### config.mk
export PLATFORM = sky130hd
export DESIGN_NAME = vga_frame_monitor
export DESIGN_NICKNAME = d
export VERILOG_FILES = /design/src/rtl/vga_frame_monitor.sv
export SDC_FILE = /design/constraint.sdc
export NUM_CORES = 1
export LEC_CHECK = 0
export BUFFER_PORTS_ARGS = -buffer_cell sky130_fd_sc_hd__buf_4
export CAP_MARGIN = 20
export CORE_AREA = 2 2 112 114
export CTS_BUF_LIST = sky130_fd_sc_hd__clkbuf_8
export DETAILED_ROUTE_END_ITERATION = 12
export DIE_AREA = 0 0 114 116
export GPL_TIMING_DRIVEN = 0
export SLEW_MARGIN = 10
export SYNTH_ARGS = -nofsm -noshare
export SYNTH_HDL_FRONTEND = slang
export SYNTH_SLANG_ARGS = --single-unit
### constraint.sdc
create_clock -name i_clk_25MHz -period 11.2 [get_ports i_clk_25MHz]
set_input_delay 3.36 -clock i_clk_25MHz [delete_from_list [all_inputs] [get_ports i_clk_25MHz]]
set_output_delay 3.36 -clock i_clk_25MHz [all_outputs]
set_load 0.02 [all_outputs]
### src/rtl/vga_frame_monitor.sv
// vga_frame_monitor: receive-side VGA timing checker.
// Recovers pixel coordinates from hsync/vsync, tracks timing lock and
// reports per-frame lit-pixel counts and a saturating timing-error count.
`timescale 1ns / 1ps

module vga_frame_monitor #(
   parameter int H_VISIBLE       = 640,
   parameter int H_FRONT         = 16,
   parameter int H_SYNC          = 96,
   parameter int H_BACK          = 48,
   parameter int V_VISIBLE       = 480,
   parameter int V_FRONT         = 10,
   parameter int V_SYNC          = 2,
   parameter int V_BACK          = 33,
   parameter int SYNC_ACTIVE_LOW = 1
) (
   input  logic        i_clk_25MHz,
   input  logic        i_reset,
   input  logic        i_hsync,
   input  logic        i_vsync,
   input  logic        i_red,
   input  logic        i_green,
   input  logic        i_blue,
   output logic [9:0]  o_x,
   output logic [9:0]  o_y,
   output logic [2:0]  o_rgb,
   output logic        o_pixel_valid,
   output logic        o_locked,
   output logic        o_frame_done,
   output logic [18:0] o_lit_count,
   output logic [7:0]  o_error_count
);

   localparam int H_TOTAL = H_VISIBLE + H_FRONT + H_SYNC + H_BACK;
   localparam int V_TOTAL = V_VISIBLE + V_FRONT + V_SYNC + V_BACK;

   localparam logic [9:0] POS_MAX   = 10'd1023;
   localparam logic [9:0] H_LAST_P  = 10'(H_TOTAL - 1);
   localparam logic [9:0] V_LAST_P  = 10'(V_TOTAL - 1);
   localparam logic [9:0] H_SYNC_P  = 10'(H_SYNC);
   localparam logic [9:0] V_SYNC_P  = 10'(V_SYNC);
   localparam logic [9:0] H_START_P = 10'(H_SYNC + H_BACK);
   localparam logic [9:0] H_END_P   = 10'(H_SYNC + H_BACK + H_VISIBLE);
   localparam logic [9:0] V_START_P = 10'(V_SYNC + V_BACK);
   localparam logic [9:0] V_END_P   = 10'(V_SYNC + V_BACK + V_VISIBLE);

   typedef enum logic [1:0] {
      SEARCH = 2'd0,
      CHECK  = 2'd1,
      LOCKED = 2'd2
   } state_t;

   // sample stage (syncs already normalised to active-high)
   logic        hs_r, hs_d_r, vs_r, vs_d_r;
   logic [2:0]  rgb_r;

   // position tracking
   logic [9:0]  hpos_r, vpos_r;
   logic [9:0]  hpos_s, vpos_s;
   logic        hs_edge_s, hs_fall_s, vs_edge_s, vs_fall_s;
   logic        visible_s;

   // error detection
   logic        h_en_r, v_en_r;
   logic        h_len_err_s, h_width_err_s, v_len_err_s, v_width_err_s;
   logic        err_s;

   // lock FSM and statistics
   state_t      state_r, next_state_s;
   logic        chk_err_r;
   logic        lock_next_s, pix_valid_s, frame_ok_s, lit_s;
   logic [18:0] acc_r;

   // Register the pins once and normalise sync polarity to active-high.
   always_ff @(posedge i_clk_25MHz) begin
      if (i_reset) begin
         hs_r   <= 1'b0;
         hs_d_r <= 1'b0;
         vs_r   <= 1'b0;
         vs_d_r <= 1'b0;
         rgb_r  <= 3'b000;
      end else begin
         hs_r   <= (SYNC_ACTIVE_LOW != 0) ? ~i_hsync : i_hsync;
         vs_r   <= (SYNC_ACTIVE_LOW != 0) ? ~i_vsync : i_vsync;
         hs_d_r <= hs_r;
         vs_d_r <= vs_r;
         rgb_r  <= {i_red, i_green, i_blue};
      end
   end

   // Edge detection and recovered position of the sample now in the stage.
   always_comb begin
      hs_edge_s = hs_r & ~hs_d_r;
      hs_fall_s = ~hs_r & hs_d_r;
      vs_edge_s = vs_r & ~vs_d_r;
      vs_fall_s = ~vs_r & vs_d_r;

      if (hs_edge_s) begin
         hpos_s = 10'd0;
      end else if (hpos_r == POS_MAX) begin
         hpos_s = POS_MAX;
      end else begin
         hpos_s = hpos_r + 10'd1;
      end

      // vsync edge wins over a coincident hsync edge
      if (vs_edge_s) begin
         vpos_s = 10'd0;
      end else if (hs_edge_s) begin
         if (vpos_r == POS_MAX) begin
            vpos_s = POS_MAX;
         end else begin
            vpos_s = vpos_r + 10'd1;
         end
      end else begin
         vpos_s = vpos_r;
      end

      visible_s = (hpos_s >= H_START_P) && (hpos_s < H_END_P) &&
                  (vpos_s >= V_START_P) && (vpos_s < V_END_P);
   end

   // Hold the position of the previous sample for length checks.
   always_ff @(posedge i_clk_25MHz) begin
      if (i_reset) begin
         hpos_r <= 10'd0;
         vpos_r <= 10'd0;
      end else begin
         hpos_r <= hpos_s;
         vpos_r <= vpos_s;
      end
   end

   // Checks stay disabled until each sync has produced its first edge.
   always_ff @(posedge i_clk_25MHz) begin
      if (i_reset) begin
         h_en_r <= 1'b0;
         v_en_r <= 1'b0;
      end else begin
         h_en_r <= h_en_r | hs_edge_s;
         v_en_r <= v_en_r | vs_edge_s;
      end
   end

   // Line/frame length and pulse width checks, merged into one event.
   always_comb begin
      h_len_err_s   = hs_edge_s & h_en_r & (hpos_r != H_LAST_P);
      h_width_err_s = hs_fall_s & h_en_r & (hpos_s != H_SYNC_P);
      v_len_err_s   = vs_edge_s & v_en_r & (vpos_r != V_LAST_P);
      v_width_err_s = vs_fall_s & v_en_r & (vpos_s != V_SYNC_P);
      err_s         = h_len_err_s | h_width_err_s | v_len_err_s | v_width_err_s;
   end

   // Lock FSM state register.
   always_ff @(posedge i_clk_25MHz) begin
      if (i_reset) begin
         state_r <= SEARCH;
      end else begin
         state_r <= next_state_s;
      end
   end

   // Errors since the last vsync edge; a check window opens at each edge.
   always_ff @(posedge i_clk_25MHz) begin
      if (i_reset) begin
         chk_err_r <= 1'b0;
      end else if (vs_edge_s) begin
         chk_err_r <= 1'b0;
      end else begin
         chk_err_r <= chk_err_r | err_s;
      end
   end

   // Lock FSM next-state logic.
   always_comb begin
      next_state_s = state_r;
      case (state_r)
         SEARCH: begin
            if (vs_edge_s) begin
               next_state_s = CHECK;
            end else begin
               next_state_s = SEARCH;
            end
         end
         CHECK: begin
            if (vs_edge_s && !(chk_err_r || err_s)) begin
               next_state_s = LOCKED;
            end else begin
               next_state_s = CHECK;
            end
         end
         LOCKED: begin
            if (err_s) begin
               next_state_s = SEARCH;
            end else begin
               next_state_s = LOCKED;
            end
         end
         default: begin
            next_state_s = SEARCH;
         end
      endcase
   end

   // Lock FSM outputs; the state being entered qualifies this sample.
   always_comb begin
      lock_next_s = (next_state_s == LOCKED);
      pix_valid_s = lock_next_s & visible_s;
      frame_ok_s  = (state_r == LOCKED) & vs_edge_s & ~err_s;
      lit_s       = pix_valid_s & (rgb_r != 3'b000);
   end

   // Lit-pixel accumulator for the frame in progress.
   always_ff @(posedge i_clk_25MHz) begin
      if (i_reset) begin
         acc_r <= 19'd0;
      end else if (vs_edge_s || err_s) begin
         acc_r <= 19'd0;
      end else if (lit_s) begin
         acc_r <= acc_r + 19'd1;
      end else begin
         acc_r <= acc_r;
      end
   end

   // Registered outputs.
   always_ff @(posedge i_clk_25MHz) begin
      if (i_reset) begin
         o_x           <= 10'd0;
         o_y           <= 10'd0;
         o_rgb         <= 3'b000;
         o_pixel_valid <= 1'b0;
         o_locked      <= 1'b0;
         o_frame_done  <= 1'b0;
         o_lit_count   <= 19'd0;
         o_error_count <= 8'd0;
      end else begin
         o_locked      <= lock_next_s;
         o_pixel_valid <= pix_valid_s;
         o_frame_done  <= frame_ok_s;
         if (pix_valid_s) begin
            o_x   <= hpos_s - H_START_P;
            o_y   <= vpos_s - V_START_P;
            o_rgb <= rgb_r;
         end else begin
            o_x   <= 10'd0;
            o_y   <= 10'd0;
            o_rgb <= 3'b000;
         end
         if (frame_ok_s) begin
            o_lit_count <= acc_r;
         end else begin
            o_lit_count <= o_lit_count;
         end
         if (err_s && (o_error_count != 8'd255)) begin
            o_error_count <= o_error_count + 8'd1;
         end else begin
            o_error_count <= o_error_count;
         end
      end
   end

endmodule

==> qor.txt <==
Register Area: 2080 um2
FILL cells: 1217
sequential-to-total area share from yosys stat: 0.439
clock buffer count from CTS: 9
Congestion Overflow GR: 0
clk_lat worst skew: 0.39 ns
row cnt: 40
I/O Buffers: 59
worst slack at placement: 6.02 ns
Resized Gates After CTS: 0
Power Dens Cells: 114 nW/um2
Seq cells post-synth: 104
GR Util All Layers: 0.178
Net Count, Synth: 561
antenna-violating nets left: 0
mapped cell area: 4740 um2
metal2 WL: 5720 um
fmax: 0.213 GHz
Synth Instances: 544
Max-Cap Viols: 0
number of clock sinks: 104
Switching Fraction: 0.250
startpoint class of the critical path: input port
Die Y-Extent: 116 um
fraction of layout cells with a size suffix above 1: 0.145
Initial DRC Count: 178
Seq pwr share: 0.599
largest net degree at the start of global routing: 18
first-pass GRT wire length: 18700 um
Design Area, Final: 5550 um2
Yosys top cell by area: dfxtp_1
CTS tree: built
Pleak: 2.18 nW
RSZ-0062 raised after global routing: no
Clock Pin Slew Worst Setup and Hold Paths: 0.10 ns
Yosys top cell area share: 0.439
DRC viols: 0
vias per cell: 5.50
Yosys Warn Count: 0
Fin. Hold Viols: 0
crit-path max FO: 10
I/O pin count: 60
initial antenna violation count: 0
Netlist cell types: 62
Hold Crit Class: reg2reg
DP HPWL: 8450 um
Top Metal Used: met4
DP Area: 5370 um2
ANT cells: 0
setup_tns: 0 ns
top-count cell post-synth: dfxtp_1
initial core utilization: 0.398
Comb pwr share: 0.053
layout net count: 631
Detail Route met3 WL: 511 um
setup ws final: 6.50 ns
Worst EP required: 11.46 ns
proportion of power drawn by the clock network: 0.348
die extent in x: 114 um
H-tree level count: 3
Reg2Reg Setup Slack: 6.91 ns
ranking of synthesized cells by area: dfxtp_1 (44%), nor2_1 (6.6%), mux2i_1 (5.3%)
Post-CTS Setup Repair Bufs: 0
number of hold buffers added after cts: 0
clock tree buffer depth: 2
Final setup viols: 0
master cell of the clock root buffer: clkbuf_8
Final Wtd Congestion: 0.887
mean routed wirelength per cell: 15.1 um
normalized max-slew margin: 0.326
CP Capture Type: register
syn avg cell area: 8.71 um2
worst vdd ir: 0.0824 mV
Final Max Tran Viols: 0
Final min period: 4.70 ns
drt first pass iters: 5
outcome: completed
Most used DFF post-synth: dfxtp_1
Die Area: 13200 um2
Pint: 472 uW
DR vias: 4210
DRT Wirelength: 11600 um
number of synthesized flops with an enable pin: 0
vias in the first global route: 3844
Final period util: 0.420
FFs w/ async S/R, synth: 0
Worst-Margin Slew: 0.985 ns
core area: 11900 um2
wl on met1: 5150 um
WP data arrival: 4.97 ns
net switching power figure: 158 uW
Layout Skew: 0.0154 ns
P&R area growth vs syn: 17.0%
Multi-input gate area: 2460 um2
Synth top cells by count: dfxtp_1 (104), nor2_1 (83), a21oi_1 (33)
crit path kind: in2reg
[cell usage in the layout, fill, tap and decap left out, types with 3 or more instances in the layout]
master / count
a211oi_1: 3
a21oi_1: 33
a31oi_1: 9
and3_1: 15
and4_1: 6
and4b_1: 3
buf_1: 3
buf_2: 7
buf_4: 60
clkbuf_1: 23
clkbuf_8: 10
dfxtp_1: 104
ha_1: 10
inv_1: 12
mux2i_1: 25
nand2_1: 27
nand2b_1: 9
nand3_1: 21
nand4_1: 9
nor2_1: 83
nor2b_1: 10
nor3_1: 14
o2111ai_1: 3
o211ai_1: 4
o21ai_0: 11
o31ai_1: 15
or3_1: 7
or4_1: 17
xnor2_1: 7
xor2_1: 10
[cells by family after synthesis]
| logic type | synth area share |
|---|---|
| multiplexers | 0.0528 |
| buffers and inverters | 0.0415 |
| AO/OA/AOI/OAI | 0.145 |
| flip-flops | 0.439 |
| XOR/XNOR | 0.0314 |
| AND/OR/NAND/NOR | 0.264 |
| adder cells (fa/ha/maj) | 0.0264 |
[layer usage]
metal | global-route usage | vias to the layer above
met5 | 0 | -
met4 | 0.0602 | 0
met3 | 0.0397 | 14
met2 | 0.306 | 102
met1 | 0.220 | 1986
li1 | - | 2108
[power by group through the flow]
| stage | clock (mW) | sequential [mW] | combinational [mW] |
|---|---|---|---|
| 4_1_cts | 0.230 | 0.378 | 0.0338 |
| 3_5_place_dp | 0 | 0.386 | 0.0336 |
| 3_3_place_gp | 0 | 0.386 | 0.0333 |
| 2_1_floorplan | 0 | 0.386 | 0.0224 |
| 5_1_grt | 0.243 | 0.379 | 0.0376 |
| 6_report | 0.219 | 0.378 | 0.0335 |
[registers in the layout (all words and copies together) (netlist names), 2 cells and up]
register,cells
acc_r,19
hpos_r,10
o_error_count,8
o_lit_count,19
o_rgb,3
o_x,10
o_y,10
rgb_r,3
state_r,2
vpos_r,10
[worst paths after layout]
check                           cells after the start        from          to
worst max-delay path                                7     i_reset   acc_r[14]
worst min-delay path                                1  state_r[1]  state_r[0]
worst max register to register                     12   vpos_r[1]   acc_r[14]
worst min register to register                      1  state_r[1]  state_r[0]
[critical path, cell delays in order]
cell and delay (ns):
buf_4 0.11, nand2b_1 0.10, clkbuf_1 0.40, or3_1 0.18, clkbuf_1 0.32, clkbuf_1 0.41
a21oi_1 0.08
[metrics by stage]
stage | hold slack (ns) | power [mW] | utilization | instances
after floorplan | 0.422 | 0.408 | - | 544
after global placement | 0.443 | 0.419 | 0.450 | 750
after detailed placement | 0.458 | 0.420 | 0.450 | 750
after CTS | 0.476 | 0.641 | 0.466 | 766
after global routing | 0.492 | 0.659 | 0.466 | 766
final | 0.477 | 0.630 | 0.466 | 766
[area by class of cell]
type | instances | share of cell area
Buffer | 35 | 0.0273
Timing Repair Buffer | 59 | 0.0799
Sequential cell | 104 | 0.375
Clock buffer | 10 | 0.0248
Clock inverter | 6 | 0.00767
Tap cell | 147 | 0.0332
Multi-Input combinational cell | 393 | 0.444
Inverter | 12 | 0.00812
(Power assumes the default switching activity.)
